**src/rtl/spm_mult_seq.sv**
```systemverilog
// Sequential serial-parallel multiplier: WIDTH carry-save cells, y streamed LSB-first, 2*WIDTH-bit result.
// Optional serial product output (p_bit/p_bit_valid) enabled by defining SPM_SERIAL_OUT_EN.
module spm_mult_seq #(
   parameter int WIDTH = 32,
   parameter int CNT_W = $clog2(2*WIDTH) + 1
) (
   input  logic                 clk,
   input  logic                 rst,
   input  logic                 flush,
   input  logic                 in_valid,
   output logic                 in_ready,
   input  logic                 in_signed,
   input  logic [WIDTH-1:0]     in_x,
   input  logic [WIDTH-1:0]     in_y,
   output logic                 out_valid,
   input  logic                 out_ready,
`ifdef SPM_SERIAL_OUT_EN
   output logic                 p_bit,
   output logic                 p_bit_valid,
`endif
   output logic [2*WIDTH-1:0]   out_p
);

   typedef enum logic [1:0] {S_IDLE, S_RUN, S_DONE} state_t;

   state_t               state_q, state_d;
   logic [CNT_W-1:0]     cnt_q, cnt_d;
   logic [WIDTH-1:0]     x_q, x_d;
   logic [WIDTH-1:0]     y_q, y_d;
   logic                 sgn_q, sgn_d;
   logic [WIDTH-1:0]     hsum_q, hsum_d;
   logic [WIDTH-1:0]     hcarry_q, hcarry_d;
   logic [2*WIDTH-1:0]   out_p_q, out_p_d;

   logic [WIDTH-1:0]     pp, fa_sum, fa_carry, hsum_shift;

   // Signed mode: the MSB cell adds ~(x[W-1]&y_bit) instead of subtracting x[W-1]&y_bit;
   // the accumulated -1 constants reduce to +2^(W-1) mod 2^(2W), seeded at accept.
   always_comb begin
      for (int i = 0; i < WIDTH; i++) begin
         pp[i]       = x_q[i] & y_q[0];
         if (i == WIDTH-1) pp[i] = pp[i] ^ sgn_q;
         fa_sum[i]   = hsum_q[i] ^ hcarry_q[i] ^ pp[i];
         fa_carry[i] = (hsum_q[i] & hcarry_q[i]) | (hsum_q[i] & pp[i]) | (hcarry_q[i] & pp[i]);
      end
      hsum_shift = {1'b0, fa_sum[WIDTH-1:1]};
   end

   // NOTE: every signal written here gets its default first so no latch is inferred.
   always_comb begin
      state_d  = state_q;
      cnt_d    = cnt_q;
      x_d      = x_q;
      y_d      = y_q;
      sgn_d    = sgn_q;
      hsum_d   = hsum_q;
      hcarry_d = hcarry_q;
      out_p_d  = out_p_q;
      unique case (state_q)
         S_IDLE: begin
            if (in_valid) begin
               x_d      = in_x;
               y_d      = in_y;
               sgn_d    = in_signed;
               hcarry_d = '0;
               hsum_d   = in_signed ? {1'b1, {(WIDTH-1){1'b0}}} : '0;
               cnt_d    = '0;
               state_d  = S_RUN;
            end
         end
         S_RUN: begin
            hsum_d   = hsum_shift;
            hcarry_d = fa_carry;
            y_d      = {sgn_q & y_q[WIDTH-1], y_q[WIDTH-1:1]};
            cnt_d    = cnt_q + 1'b1;
            out_p_d[cnt_q[CNT_W-2:0]] = fa_sum[0];
            if (cnt_q == CNT_W'(2*WIDTH-1)) state_d = S_DONE;
         end
         S_DONE: begin
            if (out_ready) state_d = S_IDLE;
         end
         default: state_d = S_IDLE;
      endcase
      if (flush) begin
         state_d  = S_IDLE;
         cnt_d    = '0;
         hsum_d   = '0;
         hcarry_d = '0;
         out_p_d  = '0;
      end
   end

   // NOTE: sequential state uses non-blocking assignments only.
   always_ff @(posedge clk) begin
      if (rst) begin
         state_q  <= S_IDLE;
         cnt_q    <= '0;
         x_q      <= '0;
         y_q      <= '0;
         sgn_q    <= 1'b0;
         hsum_q   <= '0;
         hcarry_q <= '0;
         out_p_q  <= '0;
      end else begin
         state_q  <= state_d;
         cnt_q    <= cnt_d;
         x_q      <= x_d;
         y_q      <= y_d;
         sgn_q    <= sgn_d;
         hsum_q   <= hsum_d;
         hcarry_q <= hcarry_d;
         out_p_q  <= out_p_d;
      end
   end

   assign in_ready  = (state_q == S_IDLE);
   assign out_valid = (state_q == S_DONE);
   assign out_p     = out_p_q;

`ifdef SPM_SERIAL_OUT_EN
   logic p_bit_q, p_bit_d, p_bit_valid_q, p_bit_valid_d;

   // Bit k leaves the chain in RUN cycle k and is presented one cycle later.
   always_comb begin
      p_bit_d       = fa_sum[0];
      p_bit_valid_d = (state_q == S_RUN) && !flush;
   end

   always_ff @(posedge clk) begin
      if (rst) begin
         p_bit_q       <= 1'b0;
         p_bit_valid_q <= 1'b0;
      end else begin
         p_bit_q       <= p_bit_d;
         p_bit_valid_q <= p_bit_valid_d;
      end
   end

   assign p_bit       = p_bit_q;
   assign p_bit_valid = p_bit_valid_q;
`endif

endmodule

```
**config.mk**
```make
export PLATFORM = sky130hd
export DESIGN_NAME = spm_mult_seq
export DESIGN_NICKNAME = d
export VERILOG_FILES = /design/src/rtl/spm_mult_seq.sv
export SDC_FILE = /design/constraint.sdc
export NUM_CORES = 1
export LEC_CHECK = 0
export CAP_MARGIN = 10
export CORE_MARGIN = 5
export CORE_UTILIZATION = 31
export CTS_BUF_LIST = sky130_fd_sc_hd__clkbuf_8
export CTS_CLUSTER_SIZE = 28
export DETAILED_ROUTE_END_ITERATION = 6
export DONT_BUFFER_PORTS = 1
export PLACE_DENSITY_LB_ADDON = 0.12
export SLEW_MARGIN = 20
export SYNTH_ARGS = -nofsm -noshare
export SYNTH_HDL_FRONTEND = slang
export SYNTH_SLANG_ARGS = --single-unit
```
**constraint.sdc**
```tcl
create_clock -name clk -period 2.98 [get_ports clk]
set_clock_uncertainty 0.15 [all_clocks]
set_input_delay 0.298 -clock clk [delete_from_list [all_inputs] [get_ports clk]]
set_output_delay 0.298 -clock clk [all_outputs]
set_load 0.005 [all_outputs]
```
# ---- After elaboration in Yosys (flattened, before gate mapping)
# Index checks and enable logic that the tools add are counted.
dict set report totals {
  register_bits 202
  in_bits 70
  output_inout_bits 66
  word_cells 298
}
dict set report op_classes {
  mux 16
  add_sub_neg 1
  bitwise_logic 258
  magnitude_cmp 2
  n_eq_ne 6
  reduce_logical 7
}
# op count
set op_table {}
lappend op_table {{$pmux 32 s2} 3}
lappend op_table {{$and 1x1->1} 129}
lappend op_table {{$mux 32} 4}
lappend op_table {{$xor 1x1->1} 65}
lappend op_table {{$bwmux 64} 1}
lappend op_table {{$or 1x1->1} 64}
lappend op_table {{$pmux 7 s2} 1}
lappend op_table {{$add 7x1->7 const B} 1}
lappend op_table {{$eq 7x6->1 const B} 1}
lappend op_table {{$lt 6x7->1 const B} 1}
lappend op_table {{$mux 7} 1}
lappend op_table {{$demux 1 s6} 1}
lappend op_table {{$ge 6x1->1 const B} 1}
lappend op_table {{$mux 2} 3}
lappend op_table {{$pmux 2 s3} 1}
lappend op_table {{$ne 2x2->1 const B} 2}
lappend op_table {{$reduce_and 2->1} 2}
lappend op_table {{$reduce_and 3->1} 1}
lappend op_table {{$eq 2x1->1 const B} 1}
lappend op_table {{$eq 2x2->1 const B} 1}
lappend op_table {{$logic_not 2->1} 1}
lappend op_table {{$ne 2x1->1 const B} 1}
lappend op_table {{$reduce_bool 2->1} 1}
lappend op_table {{$reduce_or 2->1} 1}
lappend op_table {{other kinds (2)} 2}

# ---- Longest topological paths before layout
# Gate-level depths: netlist of the first run.
dict set report logic_depth {
  depth_word 6
  ltp_mapped 9
  mapped_depth_nobuf 5
}

# ---- Worst setup path before layout of the first run
# OpenSTA, ideal clock, no wires.
dict set report synth_timing {
  kind {register to register}
  from {register y_q[0]}
  to {register out_p_q[56], in the netlist out_p[56]}
  stages_incl_launch_ff 10
  required_time_ps 2759
  path_buffers 5
  arrival_ps 2048
  setup_slack_ps 711
  setup_time_ps 71
  synth_period_minus_slack_ps 2269
  cell_sequence {dfxtp_1 > clkbuf_1 > clkbuf_1 > and2_1 > fa_1 > clkbuf_1 > clkbuf_1 > buf_2 > nand3_1 > a21oi_1}
}
dict set report synth_via {
  elab_chain_len 3
}
# element line_no
set synth_lines {}
lappend synth_lines {{start: declaration} 29} ;# logic [WIDTH-1:0] y_q, y_d;
lappend synth_lines {{start signal: assignment} 108} ;# y_q <= y_d;
lappend synth_lines {{$and 1x1->1} 41} ;# pp[i] = x_q[i] & y_q[0];
lappend synth_lines {{$xor 1x1->1} 43} ;# fa_sum[i] = hsum_q[i] ^ hcarry_q[i] ^ pp[i];
lappend synth_lines {{net fa_sum[0]} 35} ;# logic [WIDTH-1:0] pp, fa_sum, fa_carry, hsum_shift;
lappend synth_lines {{$bwmux 64} 76} ;# out_p_d[cnt_q[CNT_W-2:0]] = fa_sum[0];
lappend synth_lines {{end signal: assignment} 112} ;# out_p_q <= out_p_d;
lappend synth_lines {{end: declaration} 33} ;# logic [2*WIDTH-1:0] out_p_q, out_p_d;
# The timed path passes the listed nets, and every way through them passes these cells.
# A chain may end at the register's enable or synchronous reset.

# ---- Worst setup path in the final report of the first run
dict set report layout_timing {
  from {register state_q[0]}
  to {register y_q[16]}
}
dict set report layout_via {
  elab_chain_len 3
  elab_cells_between_ends 6
  classes_between {eq/ne: 2; mux: 1; reduce/logical: 3}
}
# element line_no
set layout_lines {}
lappend layout_lines {{start: declaration} 26} ;# state_t state_q, state_d;
lappend layout_lines {{start signal: assignment} 105} ;# state_q <= state_d;
lappend layout_lines {{$eq 2x1->1 / $logic_not 2->1 (equally long branches)} 59} ;# unique case (state_q)
lappend layout_lines {{$reduce_bool 2->1 (no source line) / $ne 2x2->1 (equally long branches)} n/a}
lappend layout_lines {{$reduce_and 2->1 (no source line)} n/a}
# Parallel ways exist; a longest one is shown, timed or not.

==> results of run 1 <==
## final timing paths
kind | endpoint | slack (ps)
worst max-delay path | y_q[16]$_SDFFE_PP0P_ | 320
worst min register to register | hsum_q[31]$_SDFFE_PP0P_ | 310
worst min-delay path | y_q[26]$_SDFFE_PP0P_ | 30
worst max register to register | y_q[16]$_SDFFE_PP0P_ | 320
## state kept, by name (all words and copies together), names as in the netlist
signal	count
y_q	32
x_q	32
out_p	64
hsum_q	32
hcarry_q	32
cnt_q	7
state_q	2
sgn_q	1
## critical path, stage by stage, from the launching register on
cell           delay (ps)
dfxtp_1               300
buf_4                 310
and2b_1               540
buf_4                 330
nand2_1                80
a311oi_1              270
dlygate4sd3_1         590
## metal layers
metal	global-route usage	part of all wire
met5	0	0
met1	0.203	0.48
met3	0.0369	0.056
met2	0.231	0.45
met4	0.0399	0.018
## power breakdown
group          total (mW)  internal [mW]  leakage (nW)  switching [mW]
Combinational       0.479          0.223          1.82           0.256
Sequential           2.81           2.77          1.64          0.0356
Clock                2.61           1.43         0.454            1.18
## through the flow
stage / setup WS, ps / hold WS, ps
final: 322 / 26.4
after global routing: 95.0 / 13.7
after CTS: 353 / 0.640
after detailed placement: 521 / 231
after global placement: 609 / 228
after floorplan: 711 / 282
## layout make-up
type	instances	area (µm²)
Inverter	61	229
Clock buffer	47	647
Multi-Input combinational cell	703	4520
Sequential cell	202	4040
Clock inverter	23	104
Timing Repair Buffer	138	1380
Fill cell	3105	18200
Tap cell	390	488
Antenna cell	1	2.50
## kinds of logic (layout without fill, tap and decap cells)
logic type | after synthesis | in the layout | synth area share
AOI/OAI and AO/OA | 248 | 248 | 0.177
xor gates and xnor gates | 1 | 1 | 0.000940
adders and majority gates | 33 | 33 | 0.0701
buffers and inverters | 163 | 269 | 0.0836
DFF | 202 | 202 | 0.434
muxes | 15 | 15 | 0.0161
other | 0 | 1 | 0
and+or+nand+nor | 406 | 406 | 0.219
## layout by cell type, fill, tap and decap left out, types with 8 or more instances in the layout
cell | Yosys | layout
a2bb2oi_1 | 60 | 60
nand4bb_1 | 8 | 8
nand3_1 | 50 | 50
clkbuf_8 | 0 | 47
nand2_1 | 181 | 181
a21oi_1 | 90 | 90
inv_1 | 61 | 80
nor2_1 | 100 | 100
o21ai_1 | 11 | 11
fa_1 | 32 | 32
mux2i_1 | 15 | 15
a311oi_1 | 31 | 31
nand4_1 | 13 | 13
dfxtp_1 | 202 | 202
o21ai_0 | 38 | 38
dlygate4sd3_1 | 0 | 114
buf_4 | 15 | 20
==> metrics.yaml, run 1 <==
outcome: "finished clean"
power.leakage_nw: 3.92
crit_required_ps: 3290
whs_path_depth: 2
via_count: 7642
clk_pin_slew_ps: 50
synth_edf_count: 0
critPathKind: "reg -> reg"
r2r-start: "state_q[0]$_SDFFE_PP0P_"
min_period_ps: 2660
numClockSinks: 202
worstSetupEndpointType: "flip-flop"
num_rows: 63
grt_pass1_vias: 7646
dr.pass1.iters: 4
dp_hpwl_mm: 15.0
area_growth_pct: 22.4
io_buffer_count: 0
slew_violations: 0
place_area_um2: 9490
start_util: 0.315
layout.nets: 1249
ys.flop_type: "dfxtp_1"
placedCellCount: 1379
numCtsBuffers: 40
slew_headroom: 0.274
yosysWarnings: 0
synthArstFlopShare: 0
coreArea_um2: 29600
timing_hold_violations_final: 0
ir_drop_uv: 279
yosys.cell_types.count: 54
post_cts_buffers: 0
setup_tns_ps: 0
p_total_mw: 5.89
grt_overflow: 0
viasPerCell: 4.88
final_cells: 1565
drc_errors: 0
synth.most_common_cell: "dfxtp_1"
final_cell_area_um2: 11400
arrival_ps: 2960
critPathLaunch: "state_q[0]$_SDFFE_PP0P_"
max_freq_ghz: 0.376
drt-total-wl_mm: 25.0
finalCritPeriodShare: 0.892
die_x_um: 183
ant_nets: 0
ctsHoldBuffers: 115
rr_worst_depth: 6
die-area_um2: 33600
ys_ff_latch: 202
detail_route.iter0.violations: 297
finalWeightedCongestion: 0.715
grt_usage: 0.147
drv_cap: 0
pin_count: 136
cellPowerDensity_nw_per_um2: 517
utilization: 0.385
grt_max_degree: 84
cts_resized: 0
antenna_found_initial: 1
grt_setup_unrepaired: "no"
htreeDepth: 2
cts_tree: "built"
critical_path.max_fanout: 30
start_kind: "flip-flop"
clk_latency_ps: 540
syn_inst: 1068
wire_per_inst_um: 16.0
hold_path_class: "in -> reg"
synth_nets: 1171
worst_pin_slew_ps: 1090
layout-drive-gt1-share: 0.0843
yosysTopAreaCellShare: 0.434
postSynthAreaPerCell_um2: 8.73
clockBufferDepth: 3
netlist_top_cells_count: "dfxtp_1 (202), nand2_1 (181), nor2_1 (100)"
holdCritStartpoint: "rst"
syn_area_um2: 9320
setup_viol: 0
ys_seq_area_frac: 0.434
fp.dieH_um: 183
grt_pass1_wl_mm: 41.1
netlist_top_cells_area: "dfxtp_1 (43%), nand2_1 (7.3%), fa_1 (6.9%), a2bb2oi_1 (5.6%), a21oi_1 (4.8%)"
cts_root_buffer: "clkbuf_8"
yosysTopAreaCell: "dfxtp_1"
Power figures use the tool's default switching activity.
==> inputs of run 2 (changes only) <==
Settings changed: ABC_AREA set to 1, GPL_TIMING_DRIVEN set to 0.
==> metrics.yaml, run 2 <==
clk_pin_slew_ps: 50  # about the same
yosys.cell_types.count: 24  # was 54
synth.area.mux_share: 0  # was 0.0161
via_count: 8087  # was 7642
ir_drop_uv: 242  # was 279 µV
pin_count: 136  # unchanged
grt_pass1_vias: 7934  # was 7646
largest_reg_flops: 64  # unchanged
dr.pass1.iters: 4  # unchanged
slew_violations: 0  # unchanged
clockBufferDepth: 3  # unchanged
synth_xor_area_frac: 0.000956  # was 0.000940
drc_errors: 0  # unchanged
yosysTopAreaCell: "dfxtp_1"  # unchanged
numClockSinks: 202  # unchanged
ys.flop_type: "dfxtp_1"  # unchanged
crit_required_ps: 3240  # was 3290 ps
num_rows: 63  # unchanged
grt_max_degree: 12  # was 84
max_freq_ghz: 0.370  # was 0.376 GHz
detail_route.iter0.violations: 333  # was 297
rr_endpoint: "out_p[61]$_SDFFE_PP0P_"  # was y_q[16]$_SDFFE_PP0P_
synth_adder_area_share: 0.0713  # was 0.0701
layout_commonest_cell: "nand2_1"  # was dfxtp_1
arrival_ps: 2960  # about the same
grt_overflow: 0  # unchanged
hold_path_class: "in -> reg"  # unchanged
outcome: "finished clean"  # unchanged
clk_latency_ps: 550  # was 540 ps
critical_path.max_fanout: 10  # was 30
syn_area_um2: 9160  # was 9320 µm²
slew_headroom: 0.545  # was 0.274
synthArstFlopShare: 0  # unchanged
viasPerCell: 4.50  # was 4.88
rrSetupSlack_ps: 280  # was 320 ps
worst_pin_slew_ps: 682  # was 1090 ps
die-area_um2: 33100  # was 33600 µm²
setup_viol: 0  # unchanged
syn_inst: 1268  # was 1068
grt_usage: 0.158  # was 0.147
ys_ff_latch: 202  # unchanged
coreArea_um2: 29400  # was 29600 µm²
grt_pass1_wl_mm: 42.6  # was 41.1 mm
antenna_found_initial: 3  # was 1
netlist_top_cells_count: "nand2_1 (297), nor2_1 (245), dfxtp_1 (202)"  # was dfxtp_1 (202), nand2_1 (181), nor2_1 (100)
synth.most_common_cell: "nand2_1"  # was dfxtp_1
placedCellCount: 1658  # was 1379
holdCritStartpoint: "rst"  # unchanged
synth_compound_gate_area_share: 0.106  # was 0.177
synth_edf_count: 0  # unchanged
final_cell_mix: "nand2_1 (297), nor2_1 (245), dfxtp_1 (202)"  # was dfxtp_1 (202), nand2_1 (181), dlygate4sd3_1 (114)
r2r-start: "y_q[0]$_SDFFE_PP0P_"  # was state_q[0]$_SDFFE_PP0P_
ant_nets: 0  # unchanged
layout.nets: 1481  # was 1249
layout-drive-gt1-share: 0.112  # was 0.0843
worstSetupEndpointType: "flip-flop"  # unchanged
io_buffer_count: 0  # unchanged
whs_ps: 49.0  # was 26.4 ps
ys_seq_area_frac: 0.441  # was 0.434
start_kind: "flip-flop"  # unchanged
min_period_ps: 2700  # was 2660 ps
drv_cap: 0  # unchanged
cts_root_buffer: "clkbuf_8"  # unchanged
netlist_top_cells_area: "dfxtp_1 (44%), nand2_1 (12%), nor2_1 (10%), fa_1 (7.0%), a21oi_1 (5.8%)"  # was dfxtp_1 (43%), nand2_1 (7.3%), fa_1 (6.9%), a2bb2oi_1 (5.6%), a21oi_1 (4.8%)
fp.dieH_um: 182  # was 183 µm
drt-total-wl_mm: 26.3  # was 25.0 mm
power.leakage_nw: 3.93  # was 3.92 nW
synth_top_family_by_area: "simple AND/OR/NAND/NOR gates"  # unchanged
met1_length_mm: 12.0  # about the same
area_growth_pct: 21.1  # was 22.4%
start_util: 0.312  # was 0.315
synthSimpleGateAreaFrac: 0.303  # was 0.219
finalCritPeriodShare: 0.907  # was 0.892
critPathKind: "reg -> reg"  # unchanged
synth_nets: 1371  # was 1171
wl_met2_mm: 12.0  # was 11.2 mm
final_cells: 1796  # was 1565
dp_hpwl_mm: 18.6  # was 15.0 mm
min_to: "y_q[1]$_SDFFE_PP0P_"  # was y_q[26]$_SDFFE_PP0P_
met3_length_mm: 1.69  # was 1.41 mm
timing_hold_violations_final: 0  # unchanged
cts_tree: "built"  # unchanged
finalWeightedCongestion: 0.752  # was 0.715
dr.max_layer_used: "met5"  # was met4
die_x_um: 182  # was 183 µm
postSynthAreaPerCell_um2: 7.23  # was 8.73 µm²
wire_per_inst_um: 14.6  # was 16.0 µm
numCtsBuffers: 40  # unchanged
rr_worst_depth: 11  # was 6
grt_setup_unrepaired: "no"  # unchanged
yosysTopAreaCellShare: 0.441  # was 0.434
cellPowerDensity_nw_per_um2: 539  # was 517 nW/µm²
yosysWarnings: 0  # unchanged
htreeDepth: 2  # unchanged
whs_path_depth: 3  # was 2
run 2: through the flow:
| stage | power (mW) | setup TNS, ps | util | worst slack, ps | cell area, µm² |
|---|---|---|---|---|---|
| global placement | 3.32 | -8150 | 0.328 | -336 | 9650 |
| finish | 5.98 | 0 | 0.377 | 277 | 11100 |
| floorplan | 3.17 | 0 | - | 591 | 9160 |
| CTS | 6.11 | 0 | 0.377 | 36.0 | 11100 |
| global route | 6.30 | 0 | 0.377 | 11.6 | 11100 |
| detailed placement | 3.32 | -7710 | 0.328 | -327 | 9650 |
run 2: logic make-up after synthesis:
| kind of cell | after synthesis |
|---|---|
| and+or+nand+nor | 669 |
| AOI/OAI and AO/OA | 190 |
| adders and majority gates | 33 |
| xor gates and xnor gates | 1 |
| DFF | 202 |
| buffers and inverters | 173 |
run 2: per-layer routing:
metal,global-route usage,vias up
li1,-,4161
met5,0,-
met2,0.258,157
met4,0.0444,2
met1,0.207,3717
met3,0.0415,50
run 2: final cells by class:
cell class	count	area [µm²]
Sequential cell	202	4040
Clock inverter	20	92.6
Fill cell	3177	18300
Timing Repair Buffer	68	681
Inverter	100	375
Tap cell	390	488
Buffer	73	339
Antenna cell	2	5.00
Clock buffer	48	661
Multi-Input combinational cell	893	4410
run 2: power by group:
part | leakage [nW] | internal, mW | switching (mW)
Combinational | 1.84 | 0.182 | 0.319
Sequential | 1.64 | 2.78 | 0.0419
Clock | 0.445 | 1.45 | 1.20
run 2: worst max-delay path: stages (launching register included):
cell and delay (ps):
dfxtp_1 300, clkbuf_1 280, buf_4 290, nand2_1 70
inv_1 80, fa_1 540, inv_1 160, buf_2 240
buf_2 260, nand3_1 100, nand2_1 80, nor2_1 40
run 2: how the worst max path moves through the flow:
stage,start,to,slack [ps],cells after the start
3_3_place_gp,y_q[0]$_SDFFE_PP0P_,out_p[61]$_SDFFE_PP0P_,-340,11
5_1_grt,y_q[0]$_SDFFE_PP0P_,out_p[61]$_SDFFE_PP0P_,10,11
3_5_place_dp,y_q[0]$_SDFFE_PP0P_,out_p[61]$_SDFFE_PP0P_,-330,11
4_1_cts,y_q[0]$_SDFFE_PP0P_,out_p[33]$_SDFFE_PP0P_,40,11
6_report,y_q[0]$_SDFFE_PP0P_,out_p[61]$_SDFFE_PP0P_,280,11
2_1_floorplan,y_q[0]$_SDFFE_PP0P_,out_p[59]$_SDFFE_PP0P_,590,11
run 2: timing repair:
action                                  in CTS  in global routing
setup buffers                                0                  0
hold endpoints to repair                    67                  0
endpoints found under the setup margin      50                 35
hold buffers                                68                  0
gates resized for setup                      2                  6
